$ cat src/rtl/fsqrt_issue_pkg.sv
// Shared types for the fsqrt issue/collect controller: tag-pipe entries and
// result-FIFO entries.
package fsqrt_issue_pkg;

    localparam int DEF_TAG_W      = 5;
    localparam int DEF_FIFO_DEPTH = 4;
    localparam int FIFO_AW        = $clog2(DEF_FIFO_DEPTH);

    typedef struct packed {
        logic                 occ;
        logic                 live;
        logic [DEF_TAG_W-1:0] tag;
    } tag_ent_t;

    typedef struct packed {
        logic [DEF_TAG_W-1:0] tag;
        logic [31:0]          y;
    } rsp_ent_t;

endpackage

$ cat src/rtl/fsqrt_rsp_fifo.sv
// Result FIFO for the fsqrt controller: register-array storage, head read
// straight from the array, synchronous clear and occupancy count.
module fsqrt_rsp_fifo
    import fsqrt_issue_pkg::*;
#(
    parameter int DEPTH = DEF_FIFO_DEPTH,
    parameter int AW    = $clog2(DEPTH)
) (
    input  logic          sys_clk,
    input  logic          rstn,
    input  logic          clr_i,
    input  logic          push_i,
    input  rsp_ent_t      push_data_i,
    input  logic          pop_i,
    output rsp_ent_t      head_o,
    output logic [AW:0]   count_o,
    output logic          empty_o
);

    rsp_ent_t      mem_q [DEPTH];
    logic [AW-1:0] wr_ptr_q;
    logic [AW-1:0] rd_ptr_q;
    logic [AW:0]   cnt_q;
    logic          full;
    logic          do_push;
    logic          do_pop;

    assign empty_o = (cnt_q == '0);
    assign full    = (cnt_q == (AW+1)'(DEPTH));
    assign do_push = push_i & ~full;
    assign do_pop  = pop_i & ~empty_o;
    assign head_o  = mem_q[rd_ptr_q];
    assign count_o = cnt_q;

    always_ff @(posedge sys_clk or negedge rstn) begin
        if (!rstn) begin
            for (int i = 0; i < DEPTH; i++) mem_q[i] <= '0;
            wr_ptr_q <= '0;
            rd_ptr_q <= '0;
            cnt_q    <= '0;
        end else if (clr_i) begin
            wr_ptr_q <= '0;
            rd_ptr_q <= '0;
            cnt_q    <= '0;
        end else begin
            if (do_push) begin
                mem_q[wr_ptr_q] <= push_data_i;
                wr_ptr_q        <= wr_ptr_q + 1'b1;
            end
            if (do_pop) rd_ptr_q <= rd_ptr_q + 1'b1;
            case ({do_push, do_pop})
                2'b10:   cnt_q <= cnt_q + 1'b1;
                2'b01:   cnt_q <= cnt_q - 1'b1;
                default: cnt_q <= cnt_q;
            endcase
        end
    end

endmodule

$ cat src/rtl/fsqrt_issue_ctrl.sv
// Issue/collect controller for the non-stallable fsqrt unit. Credits reserve a
// FIFO slot per live op. Define FSQRT_ISSUE_CHK_EN to add the sticky err output.
module fsqrt_issue_ctrl
    import fsqrt_issue_pkg::*;
#(
    parameter int LATENCY    = 3,
    parameter int TAG_W      = DEF_TAG_W,
    parameter int FIFO_DEPTH = DEF_FIFO_DEPTH
) (
    input  logic             sys_clk,
    input  logic             rstn,
    input  logic             req_valid,
    output logic             req_ready,
    input  logic [31:0]      req_x,
    input  logic [TAG_W-1:0] req_tag,
    input  logic             flush,
    output logic             fu_valid,
    output logic [31:0]      fu_x,
    input  logic [31:0]      fu_y,
    input  logic             fu_out_valid,
    output logic             rsp_valid,
    input  logic             rsp_ready,
    output logic [31:0]      rsp_y,
    output logic [TAG_W-1:0] rsp_tag,
    output logic             busy
`ifdef FSQRT_ISSUE_CHK_EN
    ,
    output logic             err
`endif
);

    localparam int AW  = $clog2(FIFO_DEPTH);
    localparam int LCW = $clog2(LATENCY + 1);

    tag_ent_t       pipe_q [LATENCY];
    tag_ent_t       pipe_d [LATENCY];
    tag_ent_t       last;
    logic           rdy_en_q;
    logic [LCW-1:0] live_cnt;
    logic [31:0]    credit_sum;
    logic [AW:0]    fifo_cnt;
    logic           fifo_empty;
    logic           push;
    logic           pop;
    rsp_ent_t       push_ent;
    rsp_ent_t       head;

    always_comb begin
        live_cnt = '0;
        for (int i = 0; i < LATENCY; i++) live_cnt = live_cnt + LCW'(pipe_q[i].live);
    end

    // Every live op already owns a FIFO slot, so a returning result always fits.
    assign credit_sum = 32'(fifo_cnt) + 32'(live_cnt);
    assign req_ready  = rdy_en_q & ~flush & (credit_sum < 32'(FIFO_DEPTH));
    assign fu_valid   = req_valid & req_ready;
    assign fu_x       = req_x;

    assign last     = pipe_q[LATENCY-1];
    assign push     = fu_out_valid & last.occ & last.live;
    assign pop      = rsp_valid & rsp_ready;
    assign push_ent = '{tag: last.tag, y: fu_y};

    // occ survives a flush so the killed results still line up and get dropped.
    always_comb begin
        pipe_d[0].occ  = fu_valid;
        pipe_d[0].live = fu_valid;
        pipe_d[0].tag  = req_tag;
        for (int i = 1; i < LATENCY; i++) begin
            pipe_d[i]      = pipe_q[i-1];
            pipe_d[i].live = pipe_q[i-1].live & ~flush;
        end
    end

    always_ff @(posedge sys_clk or negedge rstn) begin
        if (!rstn) begin
            for (int i = 0; i < LATENCY; i++) pipe_q[i] <= '0;
            rdy_en_q <= 1'b0;
        end else begin
            for (int i = 0; i < LATENCY; i++) pipe_q[i] <= pipe_d[i];
            rdy_en_q <= 1'b1;
        end
    end

    fsqrt_rsp_fifo #(
        .DEPTH (FIFO_DEPTH),
        .AW    (AW)
    ) u_fifo (
        .sys_clk     (sys_clk),
        .rstn        (rstn),
        .clr_i       (flush),
        .push_i      (push),
        .push_data_i (push_ent),
        .pop_i       (pop),
        .head_o      (head),
        .count_o     (fifo_cnt),
        .empty_o     (fifo_empty)
    );

    assign rsp_valid = ~fifo_empty;
    assign rsp_y     = head.y;
    assign rsp_tag   = head.tag;
    assign busy      = (live_cnt != '0) | ~fifo_empty;

`ifdef FSQRT_ISSUE_CHK_EN
    logic err_q;
    logic fifo_full;
    logic chk_fire;

    assign fifo_full = (fifo_cnt == (AW+1)'(FIFO_DEPTH));
    assign chk_fire  = (fu_out_valid != last.occ) | (push & fifo_full);
    assign err       = err_q;

    always_ff @(posedge sys_clk or negedge rstn) begin
        if (!rstn) err_q <= 1'b0;
        else       err_q <= err_q | chk_fire;
    end

    always @(posedge sys_clk) begin
        if (rstn) assert (!chk_fire);
    end
`endif

endmodule

$ cat config.mk
export PLATFORM = sky130hd
export DESIGN_NAME = fsqrt_issue_ctrl
export DESIGN_NICKNAME = d
export VERILOG_FILES = /design/src/rtl/fsqrt_issue_pkg.sv /design/src/rtl/fsqrt_rsp_fifo.sv /design/src/rtl/fsqrt_issue_ctrl.sv
export SDC_FILE = /design/constraint.sdc
export NUM_CORES = 1
export LEC_CHECK = 0
export ABC_CLOCK_PERIOD_IN_PS = 3900
export CAP_MARGIN = 25
export CORE_ASPECT_RATIO = 1.2
export CORE_MARGIN = 4
export CORE_UTILIZATION = 30
export DETAILED_ROUTE_END_ITERATION = 7
export GPL_TIMING_DRIVEN = 0
export PLACE_DENSITY = 0.55
export SYNTH_ARGS = -nofsm -noshare
export SYNTH_HDL_FRONTEND = slang
export SYNTH_HIERARCHICAL = 1
export SYNTH_SLANG_ARGS = --single-unit
$ cat constraint.sdc
create_clock -name sys_clk -period 3.9 [get_ports sys_clk]
set_clock_uncertainty 0.1 [all_clocks]
set_input_delay 0.78 -clock sys_clk [delete_from_list [all_inputs] [get_ports sys_clk]]
set_output_delay 0.78 -clock sys_clk [all_outputs]
set_load 0.02 [all_outputs]
After elaboration in Yosys (flattened, before gate mapping)

Cells that the tools add are included.

Bits in registers: 176
Input bits: 75
Output and inout bits: 73
Logic and storage cells: 69

$add $sub $neg: 7
$lt $le $gt $ge: 4
Eq/ne operators: 3
Mux-type cells: 12
Bitwise gates (word level): 16
Reductions and logical operators: 7

Operators by type and width:

| kind                                                | number |
|---|---|
| bitwise mux 148 bit                                 | 1 |
| 2-to-1 mux 37 bit                                   | 3 |
| binary-select mux 37 bit (select 2 bit)             | 1 |
| demux 37 bit (select 2 bit)                         | 1 |
| bitwise AND 1 bit                                   | 10 |
| 2-to-1 mux 2 bit                                    | 4 |
| >= comparator 3 bit (second input constant)         | 2 |
| NOT 2 -> 3 bit                                      | 2 |
| case mux 3 bit (2 select lines)                     | 1 |
| nonzero test 2 bit                                  | 3 |
| adder 2 x 1 -> 2 bit (second input constant)        | 2 |
| adder 3 x 2 -> 4 bit                                | 1 |
| < comparator 4 x 3 -> 1 bit (second input constant) | 1 |
| adder 3 x 1 -> 3 bit (second input constant)        | 1 |
| == test 3 bit (second input constant)               | 1 |
| zero test 3 bit                                     | 1 |
| < comparator 3 x 1 -> 1 bit (second input constant) | 1 |
| 2-to-1 mux 3 bit                                    | 1 |
| NOT 1 bit                                           | 3 |
| nonzero test 3 bit                                  | 1 |
| subtractor 3 x 1 -> 3 bit (second input constant)   | 1 |
| adder 1 x 1 -> 2 bit                                | 1 |
| adder 2 x 1 -> 2 bit                                | 1 |
| == test 2 x 1 -> 1 bit (second input constant)      | 1 |
| 4 further kinds                                     | 4 |

Depth between registers and ports, before layout

Gate-level depths: netlist of run 1.

Depth in word-level cells: 7
Gate-level depth with buffers: 10
Mapped depth without buffers: 8

By module

Netlist of run 1, hierarchy kept.

Modules (own cells, without submodules):

| module           | times used | cells each | area an instance (um^2) | seq. area each (um^2) |
|---|---|---|---|---|
| fsqrt_rsp_fifo   | 1          | 418        | 7345.8                  | 3878.7 |
| fsqrt_issue_ctrl | 1          | 66         | 877.1                   | 525.5 |

Worst setup path before layout of run 1

OpenSTA, ideal clock, no wires.

Path kind: register to output
Start: register pipe_q[12] (netlist name)
End: output port fu_valid
Data arrival time: 1.924 ns
Data required time: 3.020 ns
Slack: 1.096 ns
Cell stages (with the launch flop): 5
Path buffers: 0
Path through: dfrtp_1 > fa_1 > ha_1 > or4b_1 > a311oi_2

Cells in the longest elaborated chain, start to end: 6

RTL lines:

| item                        | RTL line               | RTL |
|---|---|---|
| adder 1 x 1 -> 2 bit        | fsqrt_issue_ctrl.sv:50 | `for (int i = 0; i < LATENCY; i++) live_cnt = live_cnt + LCW'(pipe_q[i].live);` |
| adder 2 x 1 -> 2 bit        | fsqrt_issue_ctrl.sv:50 |  |
| adder 3 x 2 -> 4 bit        | fsqrt_issue_ctrl.sv:54 | `assign credit_sum = 32'(fifo_cnt) + 32'(live_cnt);` |
| < comparator 4 x 3 -> 1 bit | fsqrt_issue_ctrl.sv:55 | `assign req_ready = rdy_en_q & ~flush & (credit_sum < 32'(FIFO_DEPTH));` |
| bitwise AND 1 bit           | fsqrt_issue_ctrl.sv:55 |  |
| bitwise AND 1 bit           | fsqrt_issue_ctrl.sv:56 | `assign fu_valid = req_valid & req_ready;` |
| to (decl)                   | fsqrt_issue_ctrl.sv:17 | `output logic fu_valid,` |

Every way passes these cells.

Final worst setup path of run 1

Start: register pipe_q[12] (netlist name)
End: output port req_ready

Cells in the longest elaborated chain, start to end: 5

RTL lines:

| item                        | RTL line               | RTL |
|---|---|---|
| adder 1 x 1 -> 2 bit        | fsqrt_issue_ctrl.sv:50 |  |
| adder 2 x 1 -> 2 bit        | fsqrt_issue_ctrl.sv:50 |  |
| adder 3 x 2 -> 4 bit        | fsqrt_issue_ctrl.sv:54 |  |
| < comparator 4 x 3 -> 1 bit | fsqrt_issue_ctrl.sv:55 |  |
| bitwise AND 1 bit           | fsqrt_issue_ctrl.sv:55 |  |
| to (decl)                   | fsqrt_issue_ctrl.sv:13 | `output logic req_ready,` |

Every way passes these cells.

==> flow_summary.toml, run 1 <==
[synthesis]
yosysWarnings = 6
ys_seq_area_share_pct = 53.6
synthFlopType = "dfrtp_1"
syn_nets = 566
postSynthCellCount = 484
async_reset_ff_share_pct = 100
synth.distinct_cells = 40
avgSynthCellArea_sq_um = 17.0
syn_area_sq_um = 8220
synth_edf_count = 0
synth_seq_cells = 176

[cts]
clk_pin_slew_worst_paths_ns = 0.08
clock_path_buffers = 2
tritoncts = "done"
cts.htree.levels = 4
cts_hold_buf = 0
cts_root_buffer = "clkbuf_16"
cts.sink_count = 176
cts_buffers = 17
clk-insertion-delay-late_ns = 0.43

[final_layout]
finalNetCount = 702
mostFrequentLayoutCell = "dfrtp_1"
fin_cells = 973
final_cell_area_sq_um = 10400
layout-drive-gt1-share_pct = 42.0
final_core_util_pct = 38.5
most-common-layout-cells = "dfrtp_1 (176), clkdlybuf4s50_1 (113), mux2_4 (108)"
syn_to_final_growth_pct = 26.9
insertedDiodeCount = 0

[global_routing]
grt_pass1_wl_mm = 29.8
grt_max_degree = 99
antenna_found_initial = 0
grt_use_total_pct = 12.6
grt_pass1_vias = 5299
gr-total-overflow = 0

[floorplan]
die_x_microns = 159
placementRows = 66
dieArea_sq_um = 30100
ios = 148
coreArea_sq_um = 27100
start_util_pct = 30.4
fp.dieH_microns = 189

[power_and_ir_drop]
combPwrFrac_pct = 6.6
ir_drop_uv = 181
power.switching_uw = 961
p_int_uw = 2840
pwr-share-clk_pct = 44.6
netSwitchingFraction_pct = 25.3
power.leakage_uw = 0.00517
power.density_nw_per_um2 = 364
fin_total_pwr_uw = 3800
seqPwrFrac_pct = 48.8

[drt]
wl_mm = 18.7
avgViaCountPerCell = 4.68
drtIter0Drc = 168
drc = 0
wl_per_cell_microns = 19.2
num_vias = 4556
first_pass_iters = 4
final_antenna_net_count = 0

[outcome]
status = "finished clean"

[hold_path]
hold_class = "in -> async"

[placement]
dp.cells = 941
dp_hpwl_mm = 12.7
preCtsSetupSlack_ns = 0.286
numPortBuffers = 115
gp_congestion = 0.763
place_area_sq_um = 9850

[timing]
fmax_mhz = 270
hold_viol = 0
worst_slew_pin_slew_ns = 0.803
rsz0062_at_grt = "false"
fin_crit_ns = 3.70
slew_headroom_pct = 46.4
setup_slack_ns = 0.196
finalCritPeriodShare_pct = 95.0
slew_viol_final = 0
setup_viol = 0

[setup_path]
cp-end-kind = "primary output"
crit_fanout = 2
startpoint_type = "register"
crit_arrival_ns = 2.82
crit_type = "reg -> out"
required_ns = 3.02

[job]
maxCapViolCount = 0
[critical path: stages, from the launching register on]
cell and delay [ns]:
dfrtp_1 0.40, fa_1 0.44, ha_1 0.18, or4b_1 0.54
a31oi_1 0.18, clkdlybuf4s50_1 0.64
[worst paths after layout]
kind	from	end	slack, ns	cells past startpoint
worst max-delay path	pipe_q[12]$_DFF_PN0_	req_ready	0.20	5
worst min-delay path	rstn	last[5]$_DFF_PN0_	0.20	1
worst max register to register	u_fifo/count_o[0]$_DFFE_PN0P_	u_fifo/count_o[1]$_DFFE_PN0P_	0.78	10
worst min register to register	pipe_d[2]$_DFF_PN0_	last[2]$_DFF_PN0_	0.25	0
max in group asynchronous	rstn	u_fifo/mem_q[126]$_DFFE_PN0P_	2.60	2
min in group sys_clk	pipe_d[2]$_DFF_PN0_	last[2]$_DFF_PN0_	0.25	0
[what timing repair did]
action,4_1_cts,5_1_grt
buffers inserted,0,0
endpoints found under the hold margin,0,0
cloned,0,0
gates resized for setup,2,1
setup endpoints to repair,20,1
[cell usage after synthesis, types with 2 or more instances]
master | instances | area share [%]
buf_1 | 2 | 0.091
clkbuf_1 | 8 | 0.37
a21oi_1 | 3 | 0.18
xnor2_1 | 2 | 0.21
nand2_4 | 4 | 0.55
nand2_1 | 3 | 0.14
nand2b_1 | 2 | 0.15
or3_1 | 2 | 0.15
mux2_1 | 12 | 1.6
a31oi_1 | 2 | 0.15
mux2_4 | 108 | 20
nor3_1 | 2 | 0.12
nand3_1 | 2 | 0.12
dfrtp_1 | 176 | 54
buf_2 | 3 | 0.18
mux4_2 | 37 | 10
buf_4 | 32 | 2.9
mux2_2 | 28 | 3.8
buf_6 | 12 | 1.6
nor2_1 | 8 | 0.37
fa_1 | 2 | 0.49
o21ai_0 | 5 | 0.30
ha_1 | 5 | 0.76
nor2b_1 | 2 | 0.15
inv_1 | 5 | 0.23
and2b_2 | 2 | 0.21
xor2_1 | 2 | 0.21
[cell type report]
cell class	count	area, sq um
Multi-Input combinational cell	246	3370
Sequential cell	176	4400
Timing Repair Buffer	117	1200
Clock buffer	17	425
Fill cell	2513	16600
Tap cell	340	425
Buffer	57	430
Clock inverter	15	159
Inverter	5	18.8
[power groups by stage]
stage / registers, uW / logic, uW / clock network [uW]
floorplan: 1890 / 95.6 / 0
global placement: 1890 / 245 / 0
detailed placement: 1890 / 256 / 0
CTS: 1850 / 258 / 1760
global route: 1850 / 272 / 1830
finish: 1850 / 251 / 1690
[layer usage]
metal | track usage [%] | vias to the layer above | wire [microns]
met5 | 0 | - | 0
met4 | 3.57 | 0 | 182
met3 | 2.87 | 14 | 734
met2 | 22.0 | 129 | 9650
met1 | 15.6 | 2413 | 8090
li1 | - | 2000 | -
[through the flow]
step                      hold WS [ns]  setup TNS [ns]
after floorplan                  0.231               0
after global placement           0.234         -849.98
after detailed placement         0.235               0
after CTS                        0.229               0
after global routing             0.235               0
final                            0.197               0
[cells by family (layout without fill, tap and decap cells)]
| group | count (synthesis) | count (layout) | synth area share, % |
|---|---|---|---|
| muxes | 186 | 186 | 35.5 |
| xor gates and xnor gates | 4 | 4 | 0.426 |
| DFF | 176 | 176 | 53.6 |
| and+or+nand+nor | 32 | 32 | 2.40 |
| adders and majority gates | 7 | 7 | 1.25 |
| other | 1 | 1 | 0.0456 |
| AOI/OAI and AO/OA | 16 | 16 | 1.43 |
| buffers and inverters | 62 | 211 | 5.43 |
[flip-flops by register name (all words and copies together), names as in the netlist]
register,flops
last,7
pipe_d,11
pipe_q,2
rdy_en_q,1
u_fifo/count_o,3
u_fifo/mem_q,148
u_fifo/rd_ptr_q,2
u_fifo/wr_ptr_q,2
Note: power is estimated with default switching activity, not from simulation.
==> inputs of run 2 (changes only) <==
SKIP_CTS_REPAIR_TIMING = 1   (was unset)
==> flow_summary.toml, run 2 (synthesis gave the netlist of run 1 again) <==
[timing]
setup_viol = 0
fmax_mhz = 270
slew_headroom_pct = 51.4
slew_viol_final = 0
hold_slack_ns = 0.197
setup_slack_ns = 0.196
worst_slew_pin_slew_ns = 0.730
fin_crit_ns = 3.70
hold_viol = 0
rsz0062_at_grt = "false"
finalCritPeriodShare_pct = 95.0

[global_routing]
grt_pass1_wl_mm = 29.8
grt_max_degree = 99
antenna_found_initial = 0
grt_use_total_pct = 12.6
grt_pass1_vias = 5299
gr-total-overflow = 0

[placement]
dp_hpwl_mm = 12.7
gp_congestion = 0.763
numPortBuffers = 115
preCtsSetupSlack_ns = 0.286
place_area_sq_um = 9850

[cts]
cts.htree.levels = 4
clk-insertion-delay-late_ns = 0.43
clk_pin_slew_worst_paths_ns = 0.08
cts.sink_count = 176
clock_path_buffers = 2
cts_buffers = 17
tritoncts = "done"
cts_root_buffer = "clkbuf_16"

[drt]
first_pass_iters = 4
wl_per_cell_microns = 19.2
final_antenna_net_count = 0
num_vias = 4548
drtIter0Drc = 178
drc = 0
avgViaCountPerCell = 4.68
wl_mm = 18.7

[hold_path]
hold_class = "in -> async"

[floorplan]
die_x_microns = 159
fp.dieH_microns = 189
start_util_pct = 30.4
dieArea_sq_um = 30100
placementRows = 66
ios = 148
coreArea_sq_um = 27100

[setup_path]
crit_fanout = 2
crit_arrival_ns = 2.82
crit_type = "reg -> out"
crit-reg2reg-launch = "u_fifo/count_o[0]$_DFFE_PN0P_"
startpoint_type = "register"
cp-startpoint = "pipe_q[12]$_DFF_PN0_"
required_ns = 3.02
cp-end-kind = "primary output"

[power_and_ir_drop]
power.switching_uw = 962
p_int_uw = 2840
seqPwrFrac_pct = 48.8
power.density_nw_per_um2 = 364
netSwitchingFraction_pct = 25.3
ir_drop_uv = 181
combPwrFrac_pct = 6.6
pwr-share-clk_pct = 44.6
power.leakage_uw = 0.00516
fin_total_pwr_uw = 3800

[final_layout]
finalNetCount = 701
insertedDiodeCount = 0
top_register = "u_fifo/mem_q"
layout-drive-gt1-share_pct = 41.9
final_cell_area_sq_um = 10400
most-common-layout-cells = "dfrtp_1 (176), clkdlybuf4s50_1 (113), mux2_4 (108)"
largest_reg_flops = 148
syn_to_final_growth_pct = 26.9
mostFrequentLayoutCell = "dfrtp_1"

[job]
maxCapViolCount = 0

[outcome]
status = "finished clean"
## run 2: cell types whose count changed in the layout (fill, tap and decap cells not counted), sizes merged
| cell | delta |
|---|---|
| clkbuf | -1 |
## run 2: final cells by class
| cell class | instances | area (sq um) |
|---|---|---|
| timing repair buffer | 117 | 1200 |
| sequential | 176 | 4400 |
| clock inverter | 15 | 159 |
| fill | 2514 | 16700 |
| tap | 340 | 425 |
| inverter | 5 | 18.8 |
| clock buffer | 17 | 425 |
| multi-input combinational | 246 | 3370 |
| buffer | 56 | 425 |
## run 2: metrics by stage
stage	TNS [ns]	utilization, %	instances
after detailed placement	0	36.4	941
after CTS	-1.48	38.5	973
final	0	38.5	972
after floorplan	0	-	484
after global routing	0	38.5	972
after global placement	-849.98	36.2	939
## run 2: metal layers
layer / GRT usage, % / vias up / routed length, microns
met2: 22.0 / 131 / 9680
met4: 3.57 / 0 / 173
met5: 0 / - / 0
li1: - / 1997 / -
met3: 2.87 / 12 / 696
met1: 15.6 / 2408 / 8110
## run 2: worst paths after layout
path / end / slack (ns) / depth (start not counted)
max: req_ready / 0.20 / 5
min: last[5]$_DFF_PN0_ / 0.20 / 1
max reg2reg: u_fifo/count_o[1]$_DFFE_PN0P_ / 0.79 / 10
min reg2reg: last[2]$_DFF_PN0_ / 0.25 / 0
max in group asynchronous: u_fifo/mem_q[126]$_DFFE_PN0P_ / 2.60 / 2
min in group sys_clk: last[2]$_DFF_PN0_ / 0.25 / 0
## run 2: power groups by stage
stage	Combinational, uW	Sequential, uW	Clock (uW)
final	251	1850	1690
after global routing	272	1850	1830
after CTS	258	1850	1760
after detailed placement	256	1890	0
after global placement	245	1890	0
after floorplan	95.6	1890	0
## run 2: critical path: stages, from the launching register on
cell and delay [ns]:
dfrtp_1 0.40, fa_1 0.44, ha_1 0.18, or4b_1 0.54
a31oi_1 0.18, clkdlybuf4s50_1 0.64
